$ cat config.mk
export PLATFORM = sky130hd
export DESIGN_NAME = multiword_add_seq
export DESIGN_NICKNAME = d
export VERILOG_FILES = /design/src/rtl/multiword_add_seq.sv
export SDC_FILE = /design/constraint.sdc
export NUM_CORES = 1
export LEC_CHECK = 0
export BUFFER_PORTS_ARGS = -buffer_cell sky130_fd_sc_hd__buf_2
export CELL_PAD_IN_SITES_DETAIL_PLACEMENT = 2
export CELL_PAD_IN_SITES_GLOBAL_PLACEMENT = 2
export CORE_AREA = 2 2 113 115
export DETAILED_ROUTE_END_ITERATION = 10
export DIE_AREA = 0 0 115 117
export MAX_ROUTING_LAYER = met4
export PLACE_DENSITY_LB_ADDON = 0.1
export SKIP_CTS_REPAIR_TIMING = 1
export SYNTH_ARGS = -nofsm -noshare
export SYNTH_HDL_FRONTEND = slang
export SYNTH_SLANG_ARGS = --single-unit
$ cat constraint.sdc
create_clock -name clk -period 1.4 [get_ports clk]
set_input_delay 0.07 -clock clk [delete_from_list [all_inputs] [get_ports clk]]
set_output_delay 0.07 -clock clk [all_outputs]
set_load 0.02 [all_outputs]
$ cat src/rtl/multiword_add_seq.sv
// ---------------------------------------------------------------------------
// multiword_add_seq
//
// Sequencing stage around a shared WIDTH-bit combinational adder core. Multi-
// word operands arrive least-significant word first, one word per valid/ready
// beat. Each word is held in an operand register (S1) that drives the core.
// The core's sum/cout is captured into a result register (S2), and the
// carry-out is chained into the next word's carry-in. Subtraction is done as
// A + ~B + ~borrow_in.
//
// Ports:
//   clk, rst_n           clock, asynchronous active-low reset
//   in_valid/in_ready    upstream beat handshake
//   in_a, in_b           operand words
//   in_first, in_last    operation framing
//   in_sub, in_cin       operation mode and carry/borrow-in (first beat only)
//   add_a/add_b/add_cin  to the adder core
//   add_sum/add_cout     from the adder core
//   out_valid/out_ready  downstream result handshake
//   out_sum, out_idx     result word and its index within the operation
//   out_last, out_cout   last-word flag and raw core carry-out
//   out_ovf              signed overflow (last word only)
//   err                  one-cycle protocol-error pulse
// ---------------------------------------------------------------------------
module multiword_add_seq #(
  parameter int WIDTH     = 20,
  parameter int MAX_WORDS = 8,
  parameter int IDXW      = 3
) (
  input  logic             clk,
  input  logic             rst_n,
  input  logic             in_valid,
  output logic             in_ready,
  input  logic [WIDTH-1:0] in_a,
  input  logic [WIDTH-1:0] in_b,
  input  logic             in_first,
  input  logic             in_last,
  input  logic             in_sub,
  input  logic             in_cin,
  output logic [WIDTH-1:0] add_a,
  output logic [WIDTH-1:0] add_b,
  output logic             add_cin,
  input  logic [WIDTH-1:0] add_sum,
  input  logic             add_cout,
  output logic             out_valid,
  input  logic             out_ready,
  output logic [WIDTH-1:0] out_sum,
  output logic [IDXW-1:0]  out_idx,
  output logic             out_last,
  output logic             out_cout,
  output logic             out_ovf,
  output logic             err
);

  localparam logic [0:0] ST_IDLE = 1'b0;
  localparam logic [0:0] ST_BUSY = 1'b1;

  localparam logic [IDXW-1:0] LAST_IDX = IDXW'(MAX_WORDS - 1);

  // Input-side operation tracking
  logic [0:0]      state_q, state_d;
  logic            sub_q, sub_d;
  logic [IDXW-1:0] idx_q, idx_d;
  logic            carry_q, carry_d;
  logic            err_q, err_d;

  // S1 operand register
  logic             s1_valid_q, s1_valid_d;
  logic [WIDTH-1:0] s1_a_q, s1_a_d;
  logic [WIDTH-1:0] s1_b_q, s1_b_d;
  logic             s1_first_q, s1_first_d;
  logic             s1_cin_q, s1_cin_d;
  logic             s1_sub_q, s1_sub_d;
  logic [IDXW-1:0]  s1_idx_q, s1_idx_d;
  logic             s1_last_q, s1_last_d;

  // S2 result register
  logic             s2_valid_q, s2_valid_d;
  logic [WIDTH-1:0] s2_sum_q, s2_sum_d;
  logic [IDXW-1:0]  s2_idx_q, s2_idx_d;
  logic             s2_last_q, s2_last_d;
  logic             s2_cout_q, s2_cout_d;
  logic             s2_ovf_q, s2_ovf_d;

  logic            s2_free;
  logic            s1_adv;
  logic            accept;
  logic            start;
  logic [IDXW-1:0] beat_idx;
  logic            beat_sub;
  logic            beat_cap;
  logic            beat_last;
  logic            beat_err;
  logic            beat_cin;
  logic            ovf;

  assign s2_free = ~s2_valid_q | out_ready;
  assign s1_adv  = s1_valid_q & s2_free;
  // Held low during reset so nothing is offered upstream before the flops settle.
  assign in_ready = rst_n & (~s1_valid_q | s1_adv);
  assign accept   = in_valid & in_ready;

  // A beat starts a new operation when we are idle (even without in_first,
  // which is then flagged) or when in_first arrives mid-operation.
  assign start    = (state_q == ST_IDLE) | in_first;
  assign beat_idx = start ? '0 : idx_q + 1'b1;
  assign beat_sub = start ? in_sub : sub_q;
  assign beat_cap = ~start & (beat_idx == LAST_IDX) & ~in_last;
  assign beat_last = in_last | beat_cap;
  assign beat_err  = ((state_q == ST_IDLE) & ~in_first)
                   | ((state_q == ST_BUSY) & in_first)
                   | beat_cap;
  // For subtract the borrow-in becomes an inverted carry-in.
  assign beat_cin  = in_sub ? ~in_cin : in_cin;

  assign add_a   = s1_a_q;
  assign add_b   = s1_sub_q ? ~s1_b_q : s1_b_q;
  assign add_cin = s1_first_q ? s1_cin_q : carry_q;

  // Signed overflow: carry into the MSB (sum^a^b at the MSB) differs from carry out.
  assign ovf = s1_last_q & (add_cout ^ (add_sum[WIDTH-1] ^ add_a[WIDTH-1] ^ add_b[WIDTH-1]));

  assign out_valid = s2_valid_q;
  assign out_sum   = s2_sum_q;
  assign out_idx   = s2_idx_q;
  assign out_last  = s2_last_q;
  assign out_cout  = s2_cout_q;
  assign out_ovf   = s2_ovf_q;
  assign err       = err_q;

  always_comb begin
    state_d    = state_q;
    sub_d      = sub_q;
    idx_d      = idx_q;
    carry_d    = carry_q;
    err_d      = 1'b0;
    s1_valid_d = s1_valid_q;
    s1_a_d     = s1_a_q;
    s1_b_d     = s1_b_q;
    s1_first_d = s1_first_q;
    s1_cin_d   = s1_cin_q;
    s1_sub_d   = s1_sub_q;
    s1_idx_d   = s1_idx_q;
    s1_last_d  = s1_last_q;
    s2_valid_d = s2_valid_q;
    s2_sum_d   = s2_sum_q;
    s2_idx_d   = s2_idx_q;
    s2_last_d  = s2_last_q;
    s2_cout_d  = s2_cout_q;
    s2_ovf_d   = s2_ovf_q;

    // Each word carries its own sub/first/last flags in S1, so words of an
    // abandoned operation still drain with the flags they were accepted with.
    if (accept) begin
      s1_valid_d = 1'b1;
      s1_a_d     = in_a;
      s1_b_d     = in_b;
      s1_first_d = start;
      s1_cin_d   = beat_cin;
      s1_sub_d   = beat_sub;
      s1_idx_d   = beat_idx;
      s1_last_d  = beat_last;
      sub_d      = beat_sub;
      idx_d      = beat_idx;
      state_d    = beat_last ? ST_IDLE : ST_BUSY;
      err_d      = beat_err;
    end else if (s1_adv) begin
      s1_valid_d = 1'b0;
    end

    if (s1_adv) begin
      s2_valid_d = 1'b1;
      s2_sum_d   = add_sum;
      s2_idx_d   = s1_idx_q;
      s2_last_d  = s1_last_q;
      s2_cout_d  = add_cout;
      s2_ovf_d   = ovf;
      carry_d    = add_cout;
    end else if (out_ready) begin
      s2_valid_d = 1'b0;
    end
  end

  always_ff @(posedge clk or negedge rst_n) begin
    if (!rst_n) begin
      state_q    <= ST_IDLE;
      sub_q      <= 1'b0;
      idx_q      <= '0;
      carry_q    <= 1'b0;
      err_q      <= 1'b0;
      s1_valid_q <= 1'b0;
      s1_a_q     <= '0;
      s1_b_q     <= '0;
      s1_first_q <= 1'b0;
      s1_cin_q   <= 1'b0;
      s1_sub_q   <= 1'b0;
      s1_idx_q   <= '0;
      s1_last_q  <= 1'b0;
      s2_valid_q <= 1'b0;
      s2_sum_q   <= '0;
      s2_idx_q   <= '0;
      s2_last_q  <= 1'b0;
      s2_cout_q  <= 1'b0;
      s2_ovf_q   <= 1'b0;
    end else begin
      state_q    <= state_d;
      sub_q      <= sub_d;
      idx_q      <= idx_d;
      carry_q    <= carry_d;
      err_q      <= err_d;
      s1_valid_q <= s1_valid_d;
      s1_a_q     <= s1_a_d;
      s1_b_q     <= s1_b_d;
      s1_first_q <= s1_first_d;
      s1_cin_q   <= s1_cin_d;
      s1_sub_q   <= s1_sub_d;
      s1_idx_q   <= s1_idx_d;
      s1_last_q  <= s1_last_d;
      s2_valid_q <= s2_valid_d;
      s2_sum_q   <= s2_sum_d;
      s2_idx_q   <= s2_idx_d;
      s2_last_q  <= s2_last_d;
      s2_cout_q  <= s2_cout_d;
      s2_ovf_q   <= s2_ovf_d;
    end
  end

endmodule

Word-level counts from Yosys, hierarchy flattened
Index checks and enable logic that the tools add are counted.

Register bits after elaboration: 77. Bits in latches: 0. Memory bits (writable): 0. ROM bits: 0. Input bits: 69. Output and inout bits: 70. Word-level logic and storage cells: 57. Memories: 0.

Add/sub/neg operators: 1. Multipliers: 0. Divide/modulo/power cells: 0. Magnitude comparators: 0. Eq/ne operators: 1. Shift-type cells: 0. Muxes and demuxes: 11. Bitwise gates (word level): 25. Reduce and logical (&&, ||, !) cells: 3.

Operators with widths (number): 20-bit two-way mux (1); 20-bit inverter (1); 1-bit two-way mux (9); 1-bit bitwise AND (8); 1-bit inverter (7); 1-bit OR (6); 2-bit nonzero test (2); 3-bit by 1-bit adder with 3-bit output (second input constant) (1); 3-bit == test (second input constant) (1); 3-bit two-way mux (1); 1-bit bitwise XOR (3); 2-bit AND reduction (1).

Depth between registers and ports, before layout
Depth after elaboration: 8. Depth in mapped cells: 5. Mapped depth without buffers: 5.

Worst setup path before layout
Ideal clock, no wire load.

Kind: register to register. From: register s2_valid_q (netlist: out_valid). To: register s1_a_q[0] (netlist: add_a[0]). Setup time: 125 ps. Arrival: 1434 ps. Data required time: 1275 ps. Slack: -159 ps. Cell stages (with the launch flop): 6. Buffers on the path: 2. Clock period less this slack: 1559 ps. Cells stage by stage: dfrtp_1 -> and3b_1 -> buf_4 -> nor2_8 -> buf_6 -> mux2_4.

Cells in the longest elaborated chain, start to end: 6.

RTL lines: start: declaration (line 78) `logic s2_valid_q, s2_valid_d;`; start signal: assignment (line 219) `s2_valid_q <= s2_valid_d;`; 1-bit inverter (line 97) `assign s2_free = ~s2_valid_q | out_ready;`; 1-bit OR (line 97); 1-bit bitwise AND (line 98) `assign s1_adv = s1_valid_q & s2_free;`; 1-bit OR (line 100) `assign in_ready = rst_n & (~s1_valid_q | s1_adv);`; 1-bit bitwise AND (line 100); 1-bit bitwise AND (line 101) `assign accept = in_valid & in_ready;`; end signal: assignment (line 192) `s1_a_q <= '0;`; end signal: assignment (line 212) `s1_a_q <= s1_a_d;`; end: declaration (line 69) `logic [WIDTH-1:0] s1_a_q, s1_a_d;`.

No other way between the ends. A chain may end at the register's enable or synchronous reset.

Worst setup path after layout
From: register s2_valid_q (netlist: out_valid). To: register s1_a_q[15] (netlist: add_a[15]).

Same word-level chain as after synthesis.

==> run summary <==
Lkg Pwr -> 2.69 nW
initial antenna violation count -> 1
Hold Vio Cnt, Final -> 59
failing checks -> negative hold slack, negative setup slack
area added between synthesis and finish -> 64.4%
post-synthesis sequential area ratio -> 56.9%
Slew @ Worst Pin -> 0.888 ns
busiest grt layer -> met2
Max Cap Viol -> 0
Clock Latency Late Sink -> 0.34 ns
die footprint -> 13,500 um2
number of buffers inserted by port buffering -> 138
synth cell count leaders -> 77 x dfrtp_1, 39 x mux2_4, 26 x mux2_2, 20 x xor2_1, 8 x o21ai_0
drt wl/cell -> 16.0 um
Critical Path End -> add_a[15]$_DFFE_PN0P_
drt drc -> 0
vias in the first global route -> 2,574
die outline width -> 115 um
M2 GR Usage -> 20.8%
grt ovf -> 0
Initial Util -> 27.5%
final net count -> 509
CTS tree -> done
Worst Path Arrival -> 1.65 ns
Reg area -> 1930 um2
Buf+Inv Stages, Crit Path -> 1
startpoint types -> flip-flop
drt total wl -> 9500 um
Final Max Tran Viols -> 0
VDD IR-drop max -> 0.000638 V
Clock Skew -> 0.00611 ns
status -> finished, violations left
reg-to-reg startpoint -> out_valid$_DFFE_PN0P_
core footprint -> 12,300 um2
endpoint type of the worst setup path -> flip-flop
Multi-input gate area -> 1460 um2
RSZ-0062 raised after global routing -> yes
CTS root buffer -> clkbuf_16
All-Layer GR Usage -> 14.1%
Synth Flop Type -> dfrtp_1
fillers -> 1,233
Ports -> 139
Hold Crit Class -> input port to asynchronous set/reset pin
Worst Slack Setup Final -> -0.0300 ns
gate count after technology mapping -> 214
CTS buffer count -> 9
clock sink count -> 77
Mapped Avg Cell Area -> 15.8 um2
hold_ws -> -0.0750 ns
post-route antenna net violation count -> 0
gpl congestion -> 0.735
pin count of the biggest net entering global routing -> 60
Synth area leaders -> dfrtp_1 57%, mux2_4 17%, mux2_2 8.6%
clk buf depth -> 2
Critical-path top delay cell -> dfrtp_2
final setup vio count -> 22
DR vias -> 2,574
CTS clock-pin slew for the worst setup and hold paths -> 0.06 ns
Post-Syn Area -> 3390 um2
Max Freq -> 699 MHz
syn_nets -> 285
share of layout cells above drive strength 1 -> 57.8%
critical path depth in cells -> 4
Crit Path Max Fanout -> 16
Via density -> 4.33
PD cells -> 1500 nW/um2
Place WS -> -0.0838 ns
Warnings, synthesis -> 0
crit path kind -> flip-flop to flip-flop
FF-to-FF setup slack -> -0.03 ns
synth unique cells -> 33
H-tree depth -> 3
final period utilization -> 102%
Post-synth ARST share -> 100%
Final min period -> 1.43 ns
standard-cell rows -> 41
crit-path cells -> and3b_2 -> nor2_8 -> buf_12 -> mux2_4
GRT met3 Usage -> 5.20%
cell accounting for the most synthesized area -> dfrtp_1
Worst path top cell family by delay -> flip-flops
Seq cells post-synth -> 77
fin cells -> 594
Crit. Startpoint -> out_valid$_DFFE_PN0P_
met1 global-route usage -> 17.1%
hpwl dp -> 6200 um
dominant cell by count in the synthesized netlist -> dfrtp_1
Final Util -> 45.2%
CP Data Required Time -> 1.62 ns
share of the synthesized area in the top cell type -> 56.9%
FF-to-FF path depth -> 4
drt initial violations -> 54
wire length of the first global-routing pass -> 13,800 um
first drt pass iteration count -> 3
Worst path max stage delay -> 0.40 ns
Post-synth EDFFs -> 0
relative slew slack -> 40.6%
Post-Place Cells -> 508
chip height -> 117 um
R2R Path End -> add_a[15]$_DFFE_PN0P_
==> final cells by class <==
type / count / share of cell area [%]
Inverter: 1 / 0.0674
Antenna cell: 1 / 0.0450
Timing Repair Buffer: 223 / 29.5
Multi-Input combinational cell: 126 / 26.2
Clock buffer: 12 / 4.43
Tap cell: 150 / 3.37
Sequential cell: 77 / 34.7
Clock inverter: 4 / 1.71
==> cell families (layout without fill, tap and decap cells) <==
logic type	after synthesis	after routing	share of synthesized area, %
and+or+nand+nor	17	17	3.55
buffers and inverters	11	240	2.51
xor gates and xnor gates	24	24	6.62
adders and majority gates	2	2	0.739
AOI/OAI and AO/OA	16	16	3.07
other	0	1	0
DFF	77	77	56.9
muxes	67	67	26.6
==> power breakdown <==
part	internal (mW)	total [mW]	switching (mW)	leakage [nW]
Combinational	1.39	2.75	1.37	1.61
Sequential	2.63	2.88	0.252	0.917
Clock	1.79	2.70	0.915	0.167
==> state kept, by name (all words and copies together), names as in the netlist, 3 cells and up <==
register / cells
s1_b_q: 20
s1_idx_q: 3
out_idx: 3
out_sum: 20
add_a: 20
==> how the worst min path moves through the flow <==
| stage | endpoint | cells after the start |
|---|---|---|
| after detailed placement | out_last$_DFFE_PN0P_ | 2 |
| after global routing | out_ovf$_DFFE_PN0P_ | 2 |
| after global placement | out_last$_DFFE_PN0P_ | 2 |
| after CTS | out_last$_DFFE_PN0P_ | 2 |
| final | out_ovf$_DFFE_PN0P_ | 2 |
| after floorplan | add_a[0]$_DFFE_PN0P_ | 0 |
==> per-stage QoR <==
stage	cell area, um2	setup TNS, ns	power (mW)
3_3_place_gp	4360	-0.293	5.19
3_5_place_dp	4360	-0.554	5.23
6_report	5570	-0.420	8.34
4_1_cts	4700	-3.24	8.01
5_1_grt	5570	-3.60	8.82
2_1_floorplan	3410	-3.27	4.35
==> cells in the final DEF (no fill, tap or decap), types with 2 or more instances in the layout <==
| cell | instances |
|---|---|
| buf_12 | 5 |
| buf_2 | 117 |
| buf_4 | 30 |
| buf_6 | 6 |
| bufinv_16 | 3 |
| clkbuf_1 | 2 |
| clkbuf_16 | 10 |
| dfrtp_1 | 75 |
| dfrtp_2 | 2 |
| dlygate4sd3_1 | 64 |
| mux2_2 | 26 |
| mux2_4 | 41 |
| nand2_1 | 3 |
| nand2b_1 | 3 |
| nand3b_1 | 3 |
| o21ai_0 | 6 |
| o21ai_1 | 2 |
| xnor2_1 | 2 |
| xor2_1 | 13 |
| xor2_2 | 7 |
==> per-layer routing <==
layer | vias to the layer above | wire [um] | share of wire, %
met5 | - | 0 | 0
met4 | 0 | 132 | 1.4
met3 | 10 | 569 | 6.0
met2 | 93 | 4500 | 47
met1 | 1285 | 4300 | 45
li1 | 1186 | - | -
==> worst register-to-register path: stages (launching register included) <==
cell	delay (ns)
dfrtp_2	0.40
and3b_2	0.24
nor2_8	0.16
buf_12	0.20
mux2_4	0.32
Note: power is estimated with default switching activity, not from simulation.
